**config.mk**
```make
export PLATFORM = sky130hd
export DESIGN_NAME = vdp_super_res_writer
export DESIGN_NICKNAME = d
export VERILOG_FILES = /design/src/rtl/vdp_super_pkg.sv /design/src/rtl/vdp_super_wr_fifo.sv /design/src/rtl/vdp_super_res_writer.sv
export SDC_FILE = /design/constraint.sdc
export NUM_CORES = 1
export LEC_CHECK = 0
export CAP_MARGIN = 0
export CORE_MARGIN = 1.5
export CORE_UTILIZATION = 57
export DETAILED_ROUTE_END_ITERATION = 8
export PLACE_DENSITY = 0.81
export SLEW_MARGIN = 20
export SYNTH_ARGS = -nofsm -noshare
export SYNTH_HDL_FRONTEND = slang
export SYNTH_SLANG_ARGS = --single-unit
```
**constraint.sdc**
```tcl
create_clock -name clk -period 2.7 [get_ports clk]
set_input_delay 0.27 -clock clk [delete_from_list [all_inputs] [get_ports clk]]
set_output_delay 0.27 -clock clk [all_outputs]
set_load 0.1 [all_outputs]
```
**src/rtl/vdp_super_pkg.sv**
```systemverilog
// Shared types for the super-res VRAM write path: entry layout, FSM states, lane helper.
// No logic or latency of its own.
// No flow control of its own.
package vdp_super_pkg;

    localparam int VRAM_WORD_AW = 17;
    localparam int BYTE_AW      = 19;

    typedef struct packed {
        logic [BYTE_AW-1:0] addr;
        logic [7:0]         data;
    } wr_entry_t;

    typedef enum logic [1:0] {
        IDLE,
        WAIT,
        REQ
    } writer_state_t;

    function automatic logic [3:0] lane_mask(input logic [1:0] lane);
        return 4'b0001 << lane;
    endfunction

endpackage

```
**src/rtl/vdp_super_wr_fifo.sv**
```systemverilog
// Generic FIFO of wr_entry_t exposing the head and the next three entries for lookahead.
// Push visible to the reader one cycle later; peek outputs are combinational.
// Push is ignored when full unless a pop happens in the same cycle; pop_n entries retire at once.
module vdp_super_wr_fifo
    import vdp_super_pkg::*;
#(
    parameter int DEPTH = 4,
    localparam int AW = $clog2(DEPTH),
    localparam int CW = AW + 1
) (
    input  logic          clk,
    input  logic          reset_n,
    input  logic          clr,
    input  logic          push,
    input  wr_entry_t     push_dat,
    input  logic          pop,
    input  logic [2:0]    pop_n,
    output logic          full,
    output logic          empty,
    output logic [CW-1:0] count,
    output wr_entry_t     peek [4]
);

    wr_entry_t       mem [DEPTH];
    logic [AW-1:0]   wr_idx;
    logic [AW-1:0]   rd_idx;
    logic            do_push;

    assign full    = (count == CW'(DEPTH));
    assign empty   = (count == '0);
    assign do_push = push && (!full || pop);

    always_ff @(posedge clk) begin
        if (do_push) begin
            mem[wr_idx] <= push_dat;
        end
    end

    always_ff @(posedge clk or negedge reset_n) begin
        if (!reset_n) begin
            wr_idx <= '0;
            rd_idx <= '0;
            count  <= '0;
        end else if (clr) begin
            wr_idx <= '0;
            rd_idx <= '0;
            count  <= '0;
        end else begin
            if (do_push) begin
                wr_idx <= wr_idx + AW'(1);
            end
            if (pop) begin
                rd_idx <= rd_idx + AW'(pop_n);
            end
            count <= count + CW'(do_push) - (pop ? CW'(pop_n) : CW'(0));
        end
    end

    // Lookahead slots past the valid count hold stale data; consumers gate on count.
    always_comb begin
        for (int i = 0; i < 4; i++) begin
            peek[i] = mem[rd_idx + AW'(i)];
        end
    end

endmodule

```
**src/rtl/vdp_super_res_writer.sv**
```systemverilog
// CPU byte writer into super-res VRAM; masked 32-bit requests issued only while display fetch is idle (VDP_SUPER_WRITE_COALESCE_EN merges same-word bytes).
// Latency: byte accepted in cycle 0 raises vram_wr_req in cycle 2 when the bus is free.
// Backpressure: data_ready drops while the FIFO is full; the request is held until vram_wr_ack, withdrawn if drawing starts.
module vdp_super_res_writer
    import vdp_super_pkg::*;
#(
    parameter int FIFO_DEPTH = 4
) (
    input  logic                    clk,
    input  logic                    reset_n,
    input  logic                    vdp_super,
    input  logic                    super_res_drawing,
    input  logic                    addr_wr,
    input  logic [BYTE_AW-1:0]      addr_in,
    input  logic                    data_wr,
    input  logic [7:0]              data_in,
    output logic                    data_ready,
    output logic                    busy,
    output logic                    vram_wr_req,
    output logic [VRAM_WORD_AW-1:0] vram_wr_addr,
    output logic [31:0]             vram_wr_data,
    output logic [3:0]              vram_wr_mask,
    input  logic                    vram_wr_ack
);

    localparam int CW = $clog2(FIFO_DEPTH) + 1;

    writer_state_t          state;
    writer_state_t          state_nxt;
    logic [BYTE_AW-1:0]     wr_ptr;
    logic [BYTE_AW-1:0]     ptr_base;
    logic                   accept;
    wr_entry_t              push_ent;
    logic                   fifo_full;
    logic                   fifo_empty;
    logic [CW-1:0]          fifo_count;
    wr_entry_t              peek [4];
    logic                   pop;
    logic [2:0]             req_n;
    logic                   form_load;
    logic [2:0]             form_off;
    logic [VRAM_WORD_AW-1:0] f_addr;
    logic [31:0]            f_data;
    logic [3:0]             f_mask;
    logic [2:0]             f_n;

    assign ptr_base   = addr_wr ? addr_in : wr_ptr;
    assign accept     = vdp_super && data_wr && data_ready;
    assign push_ent   = '{addr: ptr_base, data: data_in};
    assign data_ready = !fifo_full;
    assign vram_wr_req = (state == REQ);
    assign busy       = !fifo_empty || (state == REQ);

    vdp_super_wr_fifo #(
        .DEPTH(FIFO_DEPTH)
    ) u_fifo (
        .clk      (clk),
        .reset_n  (reset_n),
        .clr      (!vdp_super),
        .push     (accept),
        .push_dat (push_ent),
        .pop      (pop),
        .pop_n    (req_n),
        .full     (fifo_full),
        .empty    (fifo_empty),
        .count    (fifo_count),
        .peek     (peek)
    );

    // Request formation from the entry at form_off (0, or the entry behind the one being popped).
    always_comb begin
        wr_entry_t h;
        h      = peek[form_off[1:0]];
        f_addr = h.addr[BYTE_AW-1:2];
        f_mask = lane_mask(h.addr[1:0]);
        f_data = {4{h.data}};
        f_n    = 3'd1;
`ifdef VDP_SUPER_WRITE_COALESCE_EN
        begin
            logic       stop;
            int         idx;
            logic [1:0] ln;
            stop = 1'b0;
            for (int k = 1; k < 4; k++) begin
                idx = int'(form_off) + k;
                ln  = peek[2'(idx)].addr[1:0];
                if (!stop && idx <= 3 && idx < int'(fifo_count) &&
                    peek[2'(idx)].addr[BYTE_AW-1:2] == f_addr && !f_mask[ln]) begin
                    f_mask             = f_mask | lane_mask(ln);
                    f_data[8*ln +: 8]  = peek[2'(idx)].data;
                    f_n                = f_n + 3'd1;
                end else begin
                    stop = 1'b1;
                end
            end
        end
`endif
    end

    always_comb begin
        state_nxt = state;
        form_load = 1'b0;
        form_off  = 3'd0;
        pop       = 1'b0;
        case (state)
            IDLE: begin
                if (!fifo_empty) begin
                    if (!super_res_drawing) begin
                        state_nxt = REQ;
                        form_load = 1'b1;
                    end else begin
                        state_nxt = WAIT;
                    end
                end
            end
            WAIT: begin
                if (!super_res_drawing) begin
                    state_nxt = REQ;
                    form_load = 1'b1;
                end
            end
            REQ: begin
                if (vram_wr_ack) begin
                    pop = 1'b1;
                    // Chain only when the next head sits inside the lookahead window.
                    if (int'(fifo_count) > int'(req_n) && !super_res_drawing && req_n != 3'd4) begin
                        state_nxt = REQ;
                        form_load = 1'b1;
                        form_off  = req_n;
                    end else begin
                        state_nxt = IDLE;
                    end
                end else if (super_res_drawing) begin
                    state_nxt = WAIT;
                end
            end
            default: state_nxt = IDLE;
        endcase
        if (!vdp_super) begin
            state_nxt = IDLE;
            form_load = 1'b0;
            pop       = 1'b0;
        end
    end

    always_ff @(posedge clk or negedge reset_n) begin
        if (!reset_n) begin
            state        <= IDLE;
            wr_ptr       <= '0;
            vram_wr_addr <= '0;
            vram_wr_data <= '0;
            vram_wr_mask <= '0;
            req_n        <= 3'd1;
        end else if (!vdp_super) begin
            state        <= IDLE;
            wr_ptr       <= '0;
            vram_wr_addr <= '0;
            vram_wr_data <= '0;
            vram_wr_mask <= '0;
            req_n        <= 3'd1;
        end else begin
            state <= state_nxt;
            if (accept) begin
                wr_ptr <= ptr_base + BYTE_AW'(1);
            end else if (addr_wr) begin
                wr_ptr <= addr_in;
            end
            if (form_load) begin
                vram_wr_addr <= f_addr;
                vram_wr_data <= f_data;
                vram_wr_mask <= f_mask;
                req_n        <= f_n;
            end
        end
    end

endmodule

```
[Word level (Yosys, flattened, before mapping)]
Memories as Yosys holds them, arrays and structs flattened.
Cells that the tools add are included.
Word-level totals
  bits of input ports: 34
  memories: 1
  output and inout port bits: 56
  register bits: 84
  bits in writable memories: 108
  word-level logic and storage cells: 87
Operators by class
  bitwise operators: 1
  order comparisons: 2
  add/sub/neg operators: 8
  shift operators: 1
  muxes and demuxes: 42
  reduce and logical (&&, ||, !) cells: 13
  eq/ne operators: 10
Memory list
  u_fifo.mem: depth 4, width 27, read ports 4, clocked after memory_dff 0, wr ports 1, RTL line vdp_super_wr_fifo.sv:24  | wr_entry_t mem [DEPTH];
Operator list (number)
  2-to-1 mux 32 bit: 2
  2-to-1 mux 19 bit: 3
  binary-select mux 27 bit (select 2 bit): 1
  2-to-1 mux 27 bit: 2
  2-to-1 mux 17 bit: 2
  2-to-1 mux 2 bit: 14
  adder 19 x 1 -> 19 bit (second input constant): 1
  2-to-1 mux 3 bit: 4
  2-to-1 mux 1 bit: 10
  inequality test 3 bit (second input constant): 3
  2-to-1 mux 4 bit: 2
  inequality test 2 x 1 -> 1 bit (second input constant): 3
  case mux 2 bit (3 select lines): 1
  logical AND 1 bit: 5
  adder 2 x 1 -> 2 bit (second input constant): 2
  adder 2 bit (second input constant): 2
  inequality test 4 x 3 -> 1 bit (second input constant): 1
  << shifter 1 x 2 -> 4 bit (first input constant): 1
  adder 3 x 1 -> 3 bit: 1
  equality test 3 bit (second input constant): 1
  >= comparator 3 bit (second input constant): 1
  greater-than comparator 3 bit: 1
  logical NOT 1 bit: 3
  logical NOT 3 bit: 1
  other kinds (9): 10

[Longest topological paths before layout]
Gate-level depths: netlist of the first run.
  word-level depth: 13
  depth in mapped cells: 12
  depth with buffers taken out: 11

[By module]
Synthesis of the first run repeated with hierarchy kept, for this count alone.
Second synthesis, totals
  cell total of the unflattened synthesis: 651
  area total of the unflattened synthesis: 9863.2 um2
By module, submodules not included
  vdp_super_wr_fifo: seq. area each 3418.3 um2, instances 1, area each 6461.2 um2, cells an instance 293
  vdp_super_res_writer: seq. area each 1251.2 um2, instances 1, area each 3402.0 um2, cells an instance 358

[Worst setup path after synthesis of the first run]
Ideal clock, no wire load.
  path kind: register to register
  start: register state[0]
  end: register u_fifo.count[2]
  data required time: 2.568 ns
  path buffers: 0
  arrival time: 3.143 ns
  clock period less this slack: 3.275 ns
  stages on the path, launching flop included: 11
  setup slack: -0.575 ns
  setup time: 0.132 ns
  cell sequence: dfrtp_1 > nor2_1 > nand2_1 > nor2_1 > ha_1 > inv_1 > ha_1 > inv_1 > fa_1 > xnor2_1 > nor2_1
On the way
  cells in the longest elaborated chain, start to end: 8
  elaborated cells between the ends (all ways): 9
  those cells by class: add/sub: 2; eq/ne: 1; mux: 4; reduce/logical: 2
RTL lines
  start: declaration: RTL line vdp_super_res_writer.sv:28  | writer_state_t state;
  start signal: assignment: RTL line vdp_super_res_writer.sv:162  | state <= state_nxt;
  equality test 2 bit *
  net vram_wr_req: RTL line vdp_super_res_writer.sv:19  | output logic vram_wr_req,
  2-to-1 mux 1 bit *: RTL line vdp_super_res_writer.sv:105  | case (state)
  2-to-1 mux 1 bit *: RTL line vdp_super_res_writer.sv:139  | if (!vdp_super) begin
  logical OR 1 bit: RTL line vdp_super_wr_fifo.sv:31  | assign do_push = push && (!full || pop);
  logical AND 1 bit: RTL line vdp_super_wr_fifo.sv:31
  adder 3 x 1 -> 3 bit: RTL line vdp_super_wr_fifo.sv:55  | count <= count + CW'(do_push) - (pop ? CW'(pop_n) : CW'(0));
  subtractor 3 bit *: RTL line vdp_super_wr_fifo.sv:55
  2-to-1 mux 3 bit *: RTL line vdp_super_wr_fifo.sv:44  | end else if (clr) begin
  end signal: assignment: RTL line vdp_super_wr_fifo.sv:55
  end: declaration: RTL line vdp_super_wr_fifo.sv:20  | output logic [CW-1:0] count,
Mark *: on every way through the listed nets, which the timed path passes. The rest lies on a longest branch.
A chain may end at the register's enable or synchronous reset.

[Worst setup path after layout of the first run]
  start: register u_fifo.count[1]
  end: register vram_wr_addr[7]
On the way
  cells in the longest elaborated chain, start to end: 12
  elaborated cells between the ends (all ways): 19
  those cells by class: order compare: 1; eq/ne: 1; mux: 13; bitwise: 1; reduce/logical: 3
RTL lines
  greater-than comparator 3 bit: RTL line vdp_super_res_writer.sv:126  | if (int'(fifo_count) > int'(req_n) && !super_res_drawing && req_n != 3'd4) begin
  logical AND 1 bit (2 in series): RTL line vdp_super_res_writer.sv:126
  2-to-1 mux 2 bit: RTL line vdp_super_res_writer.sv:126
  2-to-1 mux 2 bit: RTL line vdp_super_res_writer.sv:123  | if (vram_wr_ack) begin
  2-to-1 mux 2 bit: RTL line vdp_super_res_writer.sv:105
  NOT 2 -> 3 bit (implied by the code): RTL line vdp_super_res_writer.sv:73  | h = peek[form_off[1:0]];
  binary-select mux 27 bit (select 2 bit): RTL line vdp_super_res_writer.sv:73
  2-to-1 mux 27 bit (implied by the code) (2 in series): RTL line vdp_super_res_writer.sv:73
  2-to-1 mux 17 bit: RTL line vdp_super_res_writer.sv:168  | if (form_load) begin
  2-to-1 mux 17 bit: RTL line vdp_super_res_writer.sv:154  | end else if (!vdp_super) begin
  end signal: assignment: RTL line vdp_super_res_writer.sv:169  | vram_wr_addr <= f_addr;
  end: declaration: RTL line vdp_super_res_writer.sv:20  | output logic [VRAM_WORD_AW-1:0] vram_wr_addr,
Parallel ways exist; a longest one is shown, timed or not. The select of a mux whose other input is x is not followed.

==> results.md, run 1 <==
- Final Core Density: 0.696
- Overall routing resource usage: 0.276
- Final slew viol count: 0
- WL/cell: 21.4 microns
- Core footprint: 13900 sq um
- Syn avg cell area: 12.3 sq um
- Post-CTS setup-driven buffer insertion count: 0
- ANT cells: 0
- Root buffer cell: clkbuf_16
- EDFF count, synth: 108
- Synth unique cells: 70
- Most frequent cells in the layout: 108 x edfxtp_1, 73 x buf_4, 56 x dfrtp_1
- Clock latency on the worst-skew pair: 0.42 ns
- Max VDD drop: 488 uV
- Final worst-path cycle share: 0.926
- Final hold vios: 0
- Die H: 122 microns
- Unrepaired setup endpoints after global routing: no
- Clock sink count: 165
- Pleak: 3.62 nW
- CTS tree: done
- Register Area: 4670 sq um
- DRC viols: 0
- Initial antenna violation count: 0
- Most common cell after layout, fill and taps aside: edfxtp_1
- Asr flop ratio synth: 0.345
- Max-Cap Viols: 0
- Worst hold path class: in -> async
- Hold_buf cts: 1
- Vias in the first global route: 6052
- Cell area power density: 869 nW/um^2
- Critical path required time: 2.99 ns
- Starting Density: 0.586
- Predominant post-synthesis flop cell: edfxtp_1
- Layout cell share with drive strength beyond 1: 0.234
- Fillers: 965
- Area Growth Syn to Fin: 18.8%
- Port bufs: 89
- Slew of the pin with the lowest slew margin: 0.778 ns
- X dimension of the die: 122 microns
- Setup Crit Path Kind: reg -> reg
- Achievable frequency: 0.400 GHz
- Via density: 6.54
- Die area: 15000 sq um
- Routability-driven placement congestion ratio: 0.857
- Crit path max fanout: 24
- Post-route minimum period: 2.50 ns
- Synthesized net count: 706
- Top Ports: 90
- Routed Antenna Nets: 0
- Mapped Cells: 662
- Multi-input combinational cell area: 3010 sq um
- Status: finished, final reports clean
- DRT iter0 DRCs: 632
- TritonRoute pass-1 iters: 5
- PostCTS Resize Cnt: 0
- HPWL after detailed placement: 11700 microns
- Clk buf depth: 2
- Clock slew at reported path FFs: 0.06 ns
- DR vias: 6008
- Grt ovf: 0
- Largest net degree at the start of global routing: 83
- Startpoint types: register
- Worst slew margin: 0.481
- Setup-failing EPs final: 0
- Layout Nets: 769
- Crit path arrival time: 2.79 ns
- Sequential area share after synthesis: 0.574
- Post-Route WL: 19700 microns
- Skew final: 0.00600 ns
- First-pass GRT wire length: 31000 microns
- Syn. warnings: 0
- Hold slack: 0.453 ns
- CTS buffer count: 17
- Post-Syn Area: 8130 sq um
- Rows: 43
- CTS H-Tree Depth: 4
- Crit path capture type: register
- #FFs+latches synth: 165
[cell families after synthesis]
logic type	synth area share
compound gates	0.158
flops	0.574
simple gates	0.116
buf+inv	0.0580
mux	0.0611
xor+xnor	0.0162
fa+ha+maj	0.0163
[path summary, 6_finish.rpt]
path / from / end / slack, ns / depth (start not counted)
max: u_fifo.count[1]$_DFF_PN0_ / vram_wr_addr[7]$_DFFE_PN0P_ / 0.20 / 9
min: reset_n / vram_wr_data[23]$_DFFE_PN0P_ / 0.45 / 2
max reg2reg: u_fifo.count[1]$_DFF_PN0_ / vram_wr_addr[7]$_DFFE_PN0P_ / 0.20 / 9
min reg2reg: vram_wr_addr[5]$_DFFE_PN0P_ / vram_wr_addr[5]$_DFFE_PN0P_ / 0.47 / 2
max in group asynchronous: reset_n / u_fifo.rd_idx[0]$_DFFE_PN0P_ / 1.60 / 3
min in group clk: vram_wr_addr[5]$_DFFE_PN0P_ / vram_wr_addr[5]$_DFFE_PN0P_ / 0.47 / 2
[worst max-delay path, cell delays in order, from the launching register on]
cell and delay, ns:
dfrtp_1 0.48, inv_1 0.11, ha_1 0.22, a21boi_1 0.13
buf_4 0.17, o31ai_4 0.33, buf_12 0.24, o22ai_1 0.11
o21a_1 0.18, o41ai_1 0.39
[sequential cells by signal (all words and copies together), names as in the netlist]
signal         flops
u_fifo.mem       108
vram_wr_data       8
u_fifo.count       3
state              2
wr_ptr            19
vram_wr_mask       4
u_fifo.wr_idx      2
u_fifo.rd_idx      2
vram_wr_addr      17
[routing by layer]
| layer | global-route usage | wire, microns | vias up |
|---|---|---|---|
| met4 | 0.129 | 484 | 0 |
| met3 | 0.0437 | 1480 | 49 |
| li1 | - | - | 2673 |
| met5 | 0 | 0 | - |
| met2 | 0.462 | 9880 | 327 |
| met1 | 0.353 | 7810 | 2959 |
[synth_stat cells (all sizes together), types with 3 or more instances]
| master | count | area share |
|---|---|---|
| a21oi | 31 | 0.019 |
| xnor2 | 13 | 0.014 |
| o21ai | 5 | 0.0031 |
| mux2 | 37 | 0.051 |
| nand4 | 4 | 0.0038 |
| o41ai | 27 | 0.029 |
| nand2 | 37 | 0.017 |
| mux2i | 8 | 0.0098 |
| clkbuf | 27 | 0.013 |
| o31ai | 4 | 0.0054 |
| nor4 | 8 | 0.0069 |
| nor3 | 9 | 0.0062 |
| dfrtp | 57 | 0.18 |
| o22ai | 25 | 0.019 |
| buf | 46 | 0.036 |
| or4 | 3 | 0.0032 |
| ha | 9 | 0.014 |
| and3 | 3 | 0.0026 |
| and2 | 8 | 0.0063 |
| inv | 19 | 0.0088 |
| o221ai | 27 | 0.030 |
| nor2 | 18 | 0.0083 |
| nand3 | 10 | 0.0074 |
| a31oi | 3 | 0.0023 |
| or3 | 50 | 0.038 |
| o21a | 26 | 0.024 |
| edfxtp | 108 | 0.40 |
[cell type report]
| type | count | area share |
|---|---|---|
| tap | 180 | 0.0233 |
| inverter | 20 | 0.00777 |
| timing repair buffer | 117 | 0.112 |
| clock inverter | 10 | 0.0159 |
| sequential | 165 | 0.484 |
| multi-input combinational | 404 | 0.311 |
| clock buffer | 22 | 0.0460 |
[metrics by stage]
| stage | TNS, ns | instance area [sq um] | std cells | worst slack [ns] | power (mW) |
|---|---|---|---|---|---|
| 3_3_place_gp | 0 | 9050 | 885 | 0.250 | 5.90 |
| 4_1_cts | 0 | 9660 | 918 | 0.254 | 8.41 |
| 2_1_floorplan | -0.0169 | 8140 | 662 | -0.0169 | 5.37 |
| 5_1_grt | 0 | 9660 | 918 | 0.0828 | 8.67 |
| 6_report | 0 | 9660 | 918 | 0.201 | 8.40 |
| 3_5_place_dp | 0 | 9050 | 885 | 0.152 | 5.96 |
[report_power, final]
group / internal (mW) / total (mW) / switching, mW
clock network: 1.54 / 2.47 / 0.932
registers: 2.96 / 3.12 / 0.161
logic: 0.671 / 2.81 / 2.13
total: 5.17 / 8.40 / 3.23
Power figures use the tool's default switching activity.
==> inputs of run 2 (changes only) <==
--- a/config.mk
+++ b/config.mk
@@ -10,6 +10,7 @@
 export CORE_UTILIZATION = 57
 export DETAILED_ROUTE_END_ITERATION = 8
 export PLACE_DENSITY = 0.81
+export SKIP_CTS_REPAIR_TIMING = 1
 export SLEW_MARGIN = 20
 export SYNTH_ARGS = -nofsm -noshare
 export SYNTH_HDL_FRONTEND = slang
==> results of run 2 <==
Final layout, timing and power as in run 1 (identical DEF).
==> inputs of run 3 (changes only) <==
--- a/config.mk
+++ b/config.mk
@@ -11,7 +11,6 @@
 export DETAILED_ROUTE_END_ITERATION = 8
 export PLACE_DENSITY = 0.81
 export SKIP_CTS_REPAIR_TIMING = 1
-export SLEW_MARGIN = 20
 export SYNTH_ARGS = -nofsm -noshare
 export SYNTH_HDL_FRONTEND = slang
 export SYNTH_SLANG_ARGS = --single-unit
==> results of run 3 <==
Final layout, timing and power as in run 1 (identical DEF).
